--- config.mk ---
export PLATFORM = sky130hd
export DESIGN_NAME = lsu_controller
export DESIGN_NICKNAME = d
export VERILOG_FILES = /design/src/rtl/lsu_controller.sv
export SDC_FILE = /design/constraint.sdc
export NUM_CORES = 1
export LEC_CHECK = 0
export CORE_AREA = 8 8 112 155
export DETAILED_ROUTE_END_ITERATION = 8
export DIE_AREA = 0 0 120 163
export GPL_ROUTABILITY_DRIVEN = 0
export HOLD_SLACK_MARGIN = 0.15
export PLACE_DENSITY = 0.72
export SETUP_SLACK_MARGIN = 0.2
export SLEW_MARGIN = 20
export SYNTH_ARGS = -nofsm -noshare
export SYNTH_HDL_FRONTEND = slang
export SYNTH_SLANG_ARGS = --single-unit
--- constraint.sdc ---
create_clock -name clk_i -period 5.1 [get_ports clk_i]
set_input_delay 0.51 -clock clk_i [delete_from_list [all_inputs] [get_ports clk_i]]
set_output_delay 0.51 -clock clk_i [all_outputs]
set_load 0.02 [all_outputs]
--- src/rtl/lsu_controller.sv ---
// Load/store sequencer: issues one request/grant/response data-bus transaction per access,
// stalls the core while it is in flight and returns the extended load result or a fault pulse.
module lsu_controller #(
  parameter int unsigned XLEN           = 32,
  parameter int unsigned TIMEOUT_CYCLES = 64
) (
  input  logic            clk_i,
  input  logic            rst_i,
  input  logic            mem_read_en_i,
  input  logic            mem_write_en_i,
  input  logic [1:0]      mem_size_i,
  input  logic            mem_sign_ext_i,
  input  logic [XLEN-1:0] addr_i,
  input  logic [XLEN-1:0] store_data_i,
  output logic            stall_o,
  output logic [XLEN-1:0] load_data_o,
  output logic            load_valid_o,
  output logic            misaligned_o,
  output logic            bus_err_o,
  output logic            dbus_req_o,
  output logic            dbus_we_o,
  output logic [XLEN-1:0] dbus_addr_o,
  output logic [XLEN-1:0] dbus_wdata_o,
  output logic [3:0]      dbus_be_o,
  input  logic            dbus_gnt_i,
  input  logic            dbus_rvalid_i,
  input  logic [XLEN-1:0] dbus_rdata_i,
  input  logic            dbus_err_i
);

  localparam int unsigned CntW = (TIMEOUT_CYCLES > 2) ? $clog2(TIMEOUT_CYCLES) : 1;
  localparam logic [CntW-1:0] CntMax = CntW'(TIMEOUT_CYCLES - 1);

  typedef enum logic [1:0] {StIdle, StReq, StWait, StDone} state_e;

  state_e          state_q;
  logic [CntW-1:0] cnt_q;
  logic [XLEN-1:0] addr_q, wdata_q, load_data_q;
  logic [3:0]      be_q;
  logic [1:0]      size_q, off_q;
  logic            we_q, sx_q, is_load_q, err_q;

  logic            access, misaligned, idle;
  logic [1:0]      off;
  logic [3:0]      be_n;
  logic [XLEN-1:0] wdata_n, lane, load_ext;

  assign access = mem_read_en_i | mem_write_en_i;
  assign off    = addr_i[1:0];
  assign idle   = (state_q == StIdle);

  always_comb begin
    misaligned = 1'b0;
    be_n       = 4'b1111;
    wdata_n    = store_data_i;
    case (mem_size_i)
      2'b00: begin
        be_n    = 4'b0001 << off;
        wdata_n = {4{store_data_i[7:0]}};
      end
      2'b01: begin
        misaligned = off[0];
        be_n       = 4'b0011 << off;
        wdata_n    = {2{store_data_i[15:0]}};
      end
      2'b10:   misaligned = (off != 2'b00);
      default: misaligned = 1'b1;
    endcase
  end

  // Lane-select and extend the response using the attributes latched at issue.
  always_comb begin
    lane     = dbus_rdata_i >> {off_q, 3'b000};
    load_ext = lane;
    case (size_q)
      2'b00:   load_ext = {{(XLEN-8){sx_q & lane[7]}}, lane[7:0]};
      2'b01:   load_ext = {{(XLEN-16){sx_q & lane[15]}}, lane[15:0]};
      default: load_ext = lane;
    endcase
  end

  assign misaligned_o = ~rst_i & idle & access & misaligned;
  assign stall_o      = ~rst_i & ((idle & access & ~misaligned) |
                                  (state_q == StReq) | (state_q == StWait));
  assign dbus_req_o   = (state_q == StReq);
  assign dbus_we_o    = we_q;
  assign dbus_addr_o  = addr_q;
  assign dbus_wdata_o = wdata_q;
  assign dbus_be_o    = be_q;
  assign load_valid_o = (state_q == StDone) & is_load_q & ~err_q;
  assign bus_err_o    = (state_q == StDone) & err_q;
  assign load_data_o  = load_valid_o ? load_data_q : '0;

  always_ff @(posedge clk_i or posedge rst_i) begin
    if (rst_i) begin
      state_q     <= StIdle;
      cnt_q       <= '0;
      addr_q      <= '0;
      wdata_q     <= '0;
      load_data_q <= '0;
      be_q        <= '0;
      size_q      <= '0;
      off_q       <= '0;
      we_q        <= 1'b0;
      sx_q        <= 1'b0;
      is_load_q   <= 1'b0;
      err_q       <= 1'b0;
    end else begin
      unique case (state_q)
        StIdle: begin
          if (access && !misaligned) begin
            addr_q      <= {addr_i[XLEN-1:2], 2'b00};
            wdata_q     <= wdata_n;
            be_q        <= be_n;
            we_q        <= mem_write_en_i;
            size_q      <= mem_size_i;
            sx_q        <= mem_sign_ext_i;
            off_q       <= off;
            is_load_q   <= mem_read_en_i & ~mem_write_en_i;
            cnt_q       <= '0;
            err_q       <= 1'b0;
            load_data_q <= '0;
            state_q     <= StReq;
          end
        end
        StReq: begin
          if (dbus_gnt_i) begin
            state_q <= StWait;
          end else if (cnt_q == CntMax) begin
            err_q   <= 1'b1;
            state_q <= StDone;
          end
          // Saturate so a grant on the last budget cycle cannot restart the count.
          if (cnt_q != CntMax) cnt_q <= cnt_q + 1'b1;
        end
        StWait: begin
          if (dbus_rvalid_i) begin
            err_q       <= dbus_err_i;
            load_data_q <= load_ext;
            state_q     <= StDone;
          end else if (cnt_q == CntMax) begin
            err_q   <= 1'b1;
            state_q <= StDone;
          end
          if (cnt_q != CntMax) cnt_q <= cnt_q + 1'b1;
        end
        StDone:  state_q <= StIdle;
        default: state_q <= StIdle;
      endcase
    end
  end

endmodule

==> impl_metrics.yaml <==
run_status:
  outcome: "complete, no violations"
clock_network:
  root_buffer: "clkbuf_16"
  cts_tree: "built"
  clock_latency_ns: 0.41
  cts.sinks: 114
  cts_buffer_depth: 2
  ctsResizeCount: 0
  numCtsBuffers: 17
  ctsHoldBuffers: 0
  clk_pin_slew_ns: 0.06
  htree_levels: 4
  post_cts_buffers: 0
finish:
  multiInputGateArea_um2: 2810
  nets: 930
  drive_above_1_share_pct: 8.32
  antennaDiodeCount: 0
  final_cell_mix: "clkdlybuf4s50_1, nand2_1, dfrtp_1, mux2i_1, o21ai_0"
  fillCellCount: 1327
  register_area_um2: 2850
  area_growth_pct: 47.5
  mostFrequentLayoutCell: "clkdlybuf4s50_1"
worst_hold_path:
  hold_end: "dbus_be_o[0]"
  hold_path_class: "reg2reg"
  worstHoldStart: "dbus_be_o[0]"
  hold_depth: 2
sta:
  rsz0062_at_grt: "false"
  hold_slack_ns: 0.472
  finalSetupTns_ns: 0
  clock.fmax_ghz: 0.284
  relSlewSlack_pct: 29.5
  finalHoldViolations: 0
  finalSetupViolCount: 0
  finalClockSkew_ns: 0.0127
  slew_viol_final: 0
  period_needed_ns: 3.52
  fin_crit_sh_pct: 69.1
  worst_slew_pin_slew_ns: 1.05
placement:
  post-dp-hpwl_um: 13800
  port_buffers: 209
die:
  rows: 53
  dieWidth_um: 120
  die_area_um2: 19600
  ioPinCount: 212
  die_y_um: 163
  initial_core_util_pct: 39.5
  core_um2: 14900
pwr:
  p_int_mw: 3.07
  p_leak_nw: 3.86
  seqPwrFrac_pct: 31.8
  power_frac_comb_pct: 44.3
  power.share.switching_pct: 38.2
  clkPwrFrac_pct: 23.9
  p_sw_mw: 1.90
  peakVddDrop_v: 0.000341
  power.density_nw_per_um2: 573
yosys:
  synth_area_leaders: "dfrtp_1, nand2_1, mux2i_1"
  avgSynthCellArea_um2: 9.39
  syn_inst: 627
  ys_seq_area_share_pct: 48.4
  ys.warnings.count: 0
  synth_area_um2: 5890
  synth_seq_cells: 114
  ys_async_sr_fraction_pct: 100
  synth_top_area_share_pct: 48.4
  ys.flop_type: "dfrtp_1"
  yosys.area.top_type: "dfrtp_1"
  synth.distinct_cells: 53
  synth_edf_count: 0
drt:
  via_count: 5318
  dr.pass1.iters: 4
  drt-wirelength-per-cell_um: 18.2
  vias_per_cell: 5.21
  drt-total-wl_um: 18600
  drt_iter0_markers: 262
  drtAntennaViolNets: 0
  post-route-drc-count: 0
setup_path:
  r2r_start: "state_q[1]"
  cp_max_fo: 10
  regToRegSetupSlack_ns: 2.29
  r2r_cells: 7
  critPathLaunchType: "flop"
  r2r_end: "cnt_q[5]"
  critPathKind: "reg2out"
  worstPathArrival_ns: 3.01
  crit_required_ns: 4.59
  end_kind: "output pin"
global_route:
  grt_max_degree: 97
  grt_pass1_wl_um: 30100
  grtUsageTotal_pct: 19.3
  antenna_found_initial: 0
  overflow: 0
  grt_pass1_vias: 5749
run:
  drv_cap: 0
-- layer usage --
layer  vias to the layer above  GRT usage, %  share of wire, %
met5                         -             0                 0
met4                         0          5.53               1.6
met3                        18          9.89                10
met2                       186          33.2                50
met1                      2572          20.2                38
li1                       2542             -                 -
-- layout make-up --
class                      instances  area share (%)
clock buffer                      23            5.73
tap                              192            2.77
timing repair buffer             216            24.8
multi-input combinational        461            32.3
inverter                           7           0.331
sequential                       114            32.9
clock inverter                     8            1.17
-- power by group through the flow --
stage          registers [mW]  clock network, mW  logic (mW)
5_1_grt                  1.64               1.26        2.40
3_5_place_dp             1.58                  0        2.22
6_report                 1.58               1.19        2.20
4_1_cts                  1.58               1.21        2.23
3_3_place_gp             1.57                  0        2.16
2_1_floorplan            1.81                  0        1.05
-- flip-flops by register name, indices dropped and copies added, names as in the netlist, 2 cells and up --
| name | cells |
|---|---|
| dbus_addr_o | 30 |
| dbus_wdata_o | 32 |
| load_data_q | 32 |
| dbus_be_o | 4 |
| off_q | 2 |
| cnt_q | 6 |
| size_q | 2 |
| state_q | 2 |
-- per-stage QoR --
| step | setup slack [ns] | utilization (%) | std cells | power (mW) | instance area, µm² |
|---|---|---|---|---|---|
| floorplan | 1.57 | - | 628 | 2.86 | 5890 |
| finish | 1.58 | 58.2 | 1021 | 4.97 | 8690 |
| detailed placement | 1.42 | 54.2 | 990 | 3.81 | 8080 |
| CTS | 1.57 | 58.2 | 1021 | 5.03 | 8680 |
| global placement | 1.55 | 54.2 | 990 | 3.73 | 8080 |
| global route | 1.40 | 58.2 | 1021 | 5.30 | 8690 |
-- worst max-delay path by stage --
stage / start / end / slack, ns
2_1_floorplan: rst_i / cnt_q[0] / 1.57
4_1_cts: state_q[1] / stall_o / 1.57
5_1_grt: state_q[1] / stall_o / 1.40
6_report: state_q[1] / stall_o / 1.58
3_3_place_gp: mem_size_i[1] / load_data_q[18] / 1.55
3_5_place_dp: mem_size_i[1] / load_data_q[22] / 1.42
-- critical path, cell delays in order, from the launching register on --
cell and delay [ns]:
dfrtp_1 0.44, inv_1 0.13, ha_1 0.40, o21ai_1 0.27, or3_2 0.55, a21oi_1 0.18
clkdlybuf4s50_1 0.63
-- cells by family after synthesis --
logic type | after synthesis | synth area share (%)
buffers and inverters | 53 | 4.12
muxes | 53 | 9.39
other | 1 | 0.0637
DFF | 114 | 48.4
xor gates and xnor gates | 2 | 0.297
AOI/OAI and AO/OA | 135 | 15.8
and+or+nand+nor | 262 | 20.4
adders and majority gates | 7 | 1.49
-- cell usage after synthesis (3+ instances only) --
library cell	count
buf_2	11
or2_2	3
a21o_1	4
a221o_2	10
o21a_1	5
nand3b_1	7
inv_1	7
nand3_1	5
o21ai_0	43
a21oi_1	29
clkbuf_1	24
ha_1	7
a221o_1	8
nor4_1	3
nor3_1	7
and2_1	33
mux2i_1	44
buf_1	6
dfrtp_1	114
o2bb2ai_1	15
buf_6	3
nor2_1	28
mux2_2	8
nand2b_1	4
nand2_1	162
Power figures use the tool's default switching activity.
